`src/rtl/hp_manager.sv`:
```
// Player and monster hit-point bookkeeping for the battle screen.
// Strike position -> zone damage; heart/ball collisions -> rate-limited hits.
module hp_manager #(
   parameter logic [15:0] PLAYER_MAX_HP   = 16'd300,
   parameter logic [15:0] MONSTER_MAX_HP  = 16'd500,
   parameter logic [15:0] HIT_DAMAGE      = 16'd20,
   parameter logic [15:0] COOLDOWN_FRAMES = 16'd30,
   parameter logic [15:0] CENTER_X        = 16'd315,
   parameter logic [15:0] GREEN_HALF      = 16'd10,
   parameter logic [15:0] YELLOW_HALF     = 16'd95,
   parameter logic [15:0] ORANGE_HALF     = 16'd155,
   parameter logic [15:0] BLUE_HALF       = 16'd200,
   parameter logic [15:0] GREEN_DMG       = 16'd100,
   parameter logic [15:0] YELLOW_DMG      = 16'd60,
   parameter logic [15:0] ORANGE_DMG      = 16'd30,
   parameter logic [15:0] BLUE_DMG        = 16'd10
) (
   input  logic        i_clk,
   input  logic        i_rst,
   input  logic        i_new_game,
   input  logic        i_strike,
   input  logic [15:0] i_strike_x,
   input  logic        i_collide,
   input  logic        i_animate,
   output logic [15:0] o_player_hp,
   output logic [15:0] o_monster_hp,
   output logic        o_player_dead,
   output logic        o_monster_dead,
   output logic [15:0] o_damage,
   output logic        o_dmg_valid,
   output logic        o_player_hit
);

   typedef enum logic [1:0] {S_IDLE, S_MEASURE, S_APPLY} state_t;

   state_t      state, state_nx;
   logic [15:0] x_r, dist_r, dmg_r;
   logic [15:0] dist_nx, dmg_sel, mon_nx, ply_nx;
   logic [15:0] cooldown;
   logic        apply_q, latch, hit, take;

   assign take = (state == S_IDLE) && i_strike && !o_monster_dead;
   assign hit  = latch | i_collide;

   always_comb begin
      state_nx = state;
      unique case (state)
         S_IDLE:    if (take) state_nx = S_MEASURE;
         S_MEASURE: state_nx = S_APPLY;
         S_APPLY:   state_nx = S_IDLE;
         default:   state_nx = S_IDLE;
      endcase
   end

   always_comb begin
      dist_nx = (x_r >= CENTER_X) ? x_r - CENTER_X : CENTER_X - x_r;
      if (dist_r <= GREEN_HALF)       dmg_sel = GREEN_DMG;
      else if (dist_r <= YELLOW_HALF) dmg_sel = YELLOW_DMG;
      else if (dist_r <= ORANGE_HALF) dmg_sel = ORANGE_DMG;
      else if (dist_r <= BLUE_HALF)   dmg_sel = BLUE_DMG;
      else                            dmg_sel = '0;
      mon_nx = (o_monster_hp > dmg_r) ? o_monster_hp - dmg_r : '0;
      ply_nx = (o_player_hp > HIT_DAMAGE) ? o_player_hp - HIT_DAMAGE : '0;
   end

   always_ff @(posedge i_clk) begin
      if (i_rst || i_new_game) begin
         state          <= S_IDLE;
         x_r            <= '0;
         dist_r         <= '0;
         dmg_r          <= '0;
         apply_q        <= 1'b0;
         o_damage       <= '0;
         o_dmg_valid    <= 1'b0;
         o_monster_hp   <= MONSTER_MAX_HP;
         o_monster_dead <= 1'b0;
         o_player_hp    <= PLAYER_MAX_HP;
         o_player_dead  <= 1'b0;
         o_player_hit   <= 1'b0;
         cooldown       <= '0;
         latch          <= 1'b0;
      end else begin
         state       <= state_nx;
         apply_q     <= (state == S_APPLY);
         o_dmg_valid <= apply_q;
         if (take)                x_r    <= i_strike_x;
         if (state == S_MEASURE)  dist_r <= dist_nx;
         if (state == S_APPLY)    dmg_r  <= dmg_sel;
         // Final commit stage: damage, HP and dead flag land together.
         if (apply_q) begin
            o_damage       <= dmg_r;
            o_monster_hp   <= mon_nx;
            o_monster_dead <= (mon_nx == '0);
         end

         o_player_hit <= 1'b0;
         if (i_animate) begin
            latch <= 1'b0;
            if (cooldown != '0) begin
               cooldown <= cooldown - 16'd1;
            end else if (hit && !o_player_dead) begin
               o_player_hp   <= ply_nx;
               o_player_dead <= (ply_nx == '0);
               cooldown      <= COOLDOWN_FRAMES;
               o_player_hit  <= 1'b1;
            end
         end else if (i_collide) begin
            latch <= 1'b1;
         end
      end
   end

endmodule

```
`config.mk`:
```
export PLATFORM = sky130hd
export DESIGN_NAME = hp_manager
export DESIGN_NICKNAME = d
export VERILOG_FILES = /design/src/rtl/hp_manager.sv
export SDC_FILE = /design/constraint.sdc
export NUM_CORES = 1
export LEC_CHECK = 0
export ABC_CLOCK_PERIOD_IN_PS = 2560
export CAP_MARGIN = 40
export CORE_UTILIZATION = 55
export CTS_CLUSTER_DIAMETER = 30
export DETAILED_ROUTE_END_ITERATION = 6
export PLACE_DENSITY = 0.8
export SYNTH_ARGS = -nofsm -noshare
export SYNTH_HDL_FRONTEND = slang
export SYNTH_SLANG_ARGS = --single-unit
```
`constraint.sdc`:
```
create_clock -name i_clk -period 2.56 [get_ports i_clk]
set_input_delay 0.256 -clock i_clk [delete_from_list [all_inputs] [get_ports i_clk]]
set_output_delay 0.256 -clock i_clk [all_outputs]
set_load 0.01 [all_outputs]
```
==> run metrics <==
Post-Place Cells=845; largest net degree at the start of global routing=74; effective utilization at floorplan=57.4%; Area growth syn-to-layout=18.7%; leakage power=2.26 nW; Antenna Cells=0; highest clock rate=415 MHz; die outline height=101 µm; Async S/R FF share, synth=0%; Slew headroom=between 50% and 60%; DR WL met2=a little under 6 mm; post-synthesis cell area=5360 µm²; DRT met1 WL=5.91 mm; per-cell via count in the routed design=5.79; worst path required time=roughly 2.8 ns; start-to-end type of the worst setup path=flip-flop to flip-flop; Final HPWL DP=8.91 mm; EDFF count, synth=0; number of buffers on the longest clock path=2; Post-Route WL=12.6 mm; launch point of the worst hold path=i_strike_x[4]; Total Nets Final=763; DRC violations left=0; worst reg2reg path startpoint=dmg_r[5]$_SDFFE_PP0P_; global-route wire length before repair=about 21 mm; number of H-tree branching levels=3; largest vdd supply drop=350 µV; Avg WL per Cell=14.7 µm; Clock Root Buffer=clkbuf_8; Core Region=between 9000 and 10000 µm²; clock latency on the worst-skew pair=0.36 ns; critical path's largest stage delay=0.45 ns; outcome=finished clean; instance count along the most critical hold path=3; Layout Cells excl Fill=860; element type at the critical path start=flip-flop; number of buffers inserted for hold repair after clock tree synthesis=0; number of hold-slack violations in the final timing report=0; Worst Setup End Kind=flip-flop; cell with the biggest individual delay on the critical path=a211o_2; primary flip-flop cell chosen by synthesis mapping=dfxtp_1; clock transition at the register clock pins on the worst setup and hold paths after CTS=0.10 ns; Chip Width=101 µm; part of the cycle the worst path needs=around 94%; number of buffers and inverters on the critical path=1; worst setup skew after layout=0.0115 ns; Register-to-Register Path Depth=7; number of nets with antenna violations after detailed routing=0; average cell area after synthesis=7.99 µm²; filler instances=just under 800; via count of the routed design=4980; sinks on the clock net=100; cell-by-cell trace of the critical path=inv_1, ha_1, a21o_1, a211o_2, nor2_1, o21ai_0, a221o_1; Overall Global Routing Usage=around a quarter; Final Worst Setup Slack=0.150 ns; delay-heaviest family, CP=compound AO/OA/AOI/OAI gates; largest fanout on the critical path=9; worst reg-to-reg setup slack=0.15 ns; number of input and output port buffers inserted=63; Core Util, Final=68.1%; capture endpoint of the worst hold path=x_r[4]$_SDFFE_PP0P_; sum of met3 wire segment lengths after detailed routing=683 µm; share of cells above drive strength 1=7.52%; setup slack after placement=0.172 ns; power consumption=3.63 mW; Inserted Clock Buffers=9; gp weighted congestion=0.838; fraction of the yosys area taken by sequential cells=between 30 and 40%; number of pins with negative max-slew slack in the final report=0; Starting DRT DRC Count=246; area enclosed by the die boundary=10100 µm²; post-synthesis sequential element count=100; final critical-path required period=2.41 ns; number of max-cap violations=0; number of standard-cell rows in the floorplan=35; final-layout setup total negative slack=0 ns; Worst-Margin Slew=just under 0.7 ns; Distinct cells, synth=68; Hold Path Class=primary input to flip-flop; count of yosys warnings during synthesis=0; number of standard cells after synthesis=670; number of global-route vias before repair=approximately 4600; crit path DAT=2.65 ns; destination of the worst register-to-register timing path=o_monster_hp[8]$_SDFFE_PP1P_; power per cell area=571 nW/µm²; initial antenna violation count=0; drt first pass iters=6; final setup fails=0; max layer used=met4; I/O pins=74; total grt overflow=0; clock tree from TritonCTS=yes
Yosys cell counts (3+ instances only):
library cell | instances | area share [%]
xor2_1 | 13 | 2.1
a21oi_1 | 78 | 7.3
nor2_2 | 3 | 0.35
buf_4 | 10 | 1.4
o31ai_1 | 7 | 0.98
nor4_1 | 11 | 1.3
nor2_1 | 75 | 5.3
and2_1 | 5 | 0.58
clkbuf_1 | 23 | 1.6
ha_1 | 13 | 3.0
o21ai_0 | 31 | 2.9
nand4_1 | 6 | 0.70
nand2_1 | 76 | 5.3
a21o_1 | 6 | 0.84
nand3b_1 | 5 | 0.70
nor2b_1 | 9 | 1.1
a311oi_1 | 4 | 0.65
nand4b_1 | 5 | 0.82
nor4b_1 | 4 | 0.65
or4_1 | 5 | 0.70
or2_2 | 3 | 0.35
a31oi_1 | 11 | 1.3
xnor2_1 | 11 | 1.8
or3_1 | 11 | 1.3
inv_1 | 21 | 1.5
dfxtp_1 | 100 | 37
nor3_1 | 16 | 1.5
nor4_2 | 3 | 0.70
nand2b_1 | 6 | 0.70
a41oi_1 | 3 | 0.49
mux2i_1 | 12 | 2.2
a211oi_1 | 15 | 2.1
nand3_1 | 22 | 2.1
buf_2 | 4 | 0.37
repair_timing:
action / 4_1_cts / 5_1_grt
resized for setup: 0 / 6
setup endpoints to repair: 0 / 6
buffers inserted: 0 / 0
flip-flops by register name (all words and copies together), names as in the netlist:
register        count
cooldown           16
dist_r             16
o_monster_hp       16
o_player_hp        16
x_r                16
dmg_r               6
o_damage            6
state               2
apply_q             1
latch               1
o_dmg_valid         1
o_monster_dead      1
o_player_dead       1
o_player_hit        1
layout make-up:
cell class	instances	area [µm²]	area share, %
multi-input combinational	520	3150	49.5
sequential	100	2000	31.5
timing repair buffer	75	733	11.5
tap	129	161	2.54
clock buffer	9	124	1.95
clock inverter	6	111	1.75
inverter	21	78.8	1.24
layout by cell type (no fill, tap or decap), drive strengths merged, types with 13 or more instances in the layout:
cell type and n:
dfxtp 100, a21oi 79, nor2 79, nand2 76
clkdlybuf4s50 63, o21ai 32, nand3 22, inv 22
nor3 18, a211oi 15, nor4 14, xor2 13
ha 13
where the power goes:
group	switching, mW	internal [mW]	leakage, nW
registers	0.0698	1.62	0.809
clock network	0.540	0.646	0.116
logic	0.438	0.320	1.33
total	1.05	2.58	2.26
stage by stage:
step                cell area (µm²)  hold WS, ns
global route                   6360        0.426
detailed placement             6100        0.449
global placement               6100        0.434
CTS                            6330        0.426
floorplan                      5390        0.335
finish                         6360        0.441
kinds of logic (layout without fill, tap and decap cells):
logic type,count (synthesis),in the layout,share of synthesized area (%)
AOI/OAI and AO/OA,181,181,21.1
xor gates and xnor gates,24,24,3.93
and+or+nand+nor,278,278,26.6
muxes,13,13,2.45
other,1,10,0.0700
buffers and inverters,59,111,5.07
DFF,100,100,37.4
adders and majority gates,14,14,3.41
worst reg2reg max path: stages, from the launching register on:
cell	delay (ns)
dfxtp_1	0.37
inv_1	0.05
ha_1	0.35
a21o_1	0.24
a211o_2	0.45
nor2_1	0.37
o21ai_0	0.17
a221o_1	0.31
how the worst max path moves through the flow:
| stage | start | end | slack (ns) | cells after the start |
|---|---|---|---|---|
| floorplan | o_monster_hp[5]$_SDFFE_PP1P_ | o_monster_hp[7]$_SDFFE_PP1P_ | 0.35 | 7 |
| global placement | dmg_r[5]$_SDFFE_PP0P_ | o_monster_dead$_SDFFE_PP0P_ | 0.23 | 8 |
| detailed placement | dmg_r[5]$_SDFFE_PP0P_ | o_monster_hp[10]$_SDFFE_PP0P_ | 0.17 | 8 |
| CTS | dmg_r[5]$_SDFFE_PP0P_ | o_monster_hp[10]$_SDFFE_PP0P_ | 0.14 | 8 |
| global route | dmg_r[5]$_SDFFE_PP0P_ | o_monster_hp[7]$_SDFFE_PP1P_ | -0.01 | 8 |
| finish | dmg_r[5]$_SDFFE_PP0P_ | o_monster_hp[8]$_SDFFE_PP1P_ | 0.15 | 7 |
metal layers:
metal	GRT usage (%)	up-vias
met5	0	-
met4	6.58	0
met3	4.92	13
met2	43.2	156
met1	34.8	2310
li1	-	2501
Power figures use the tool's default switching activity.
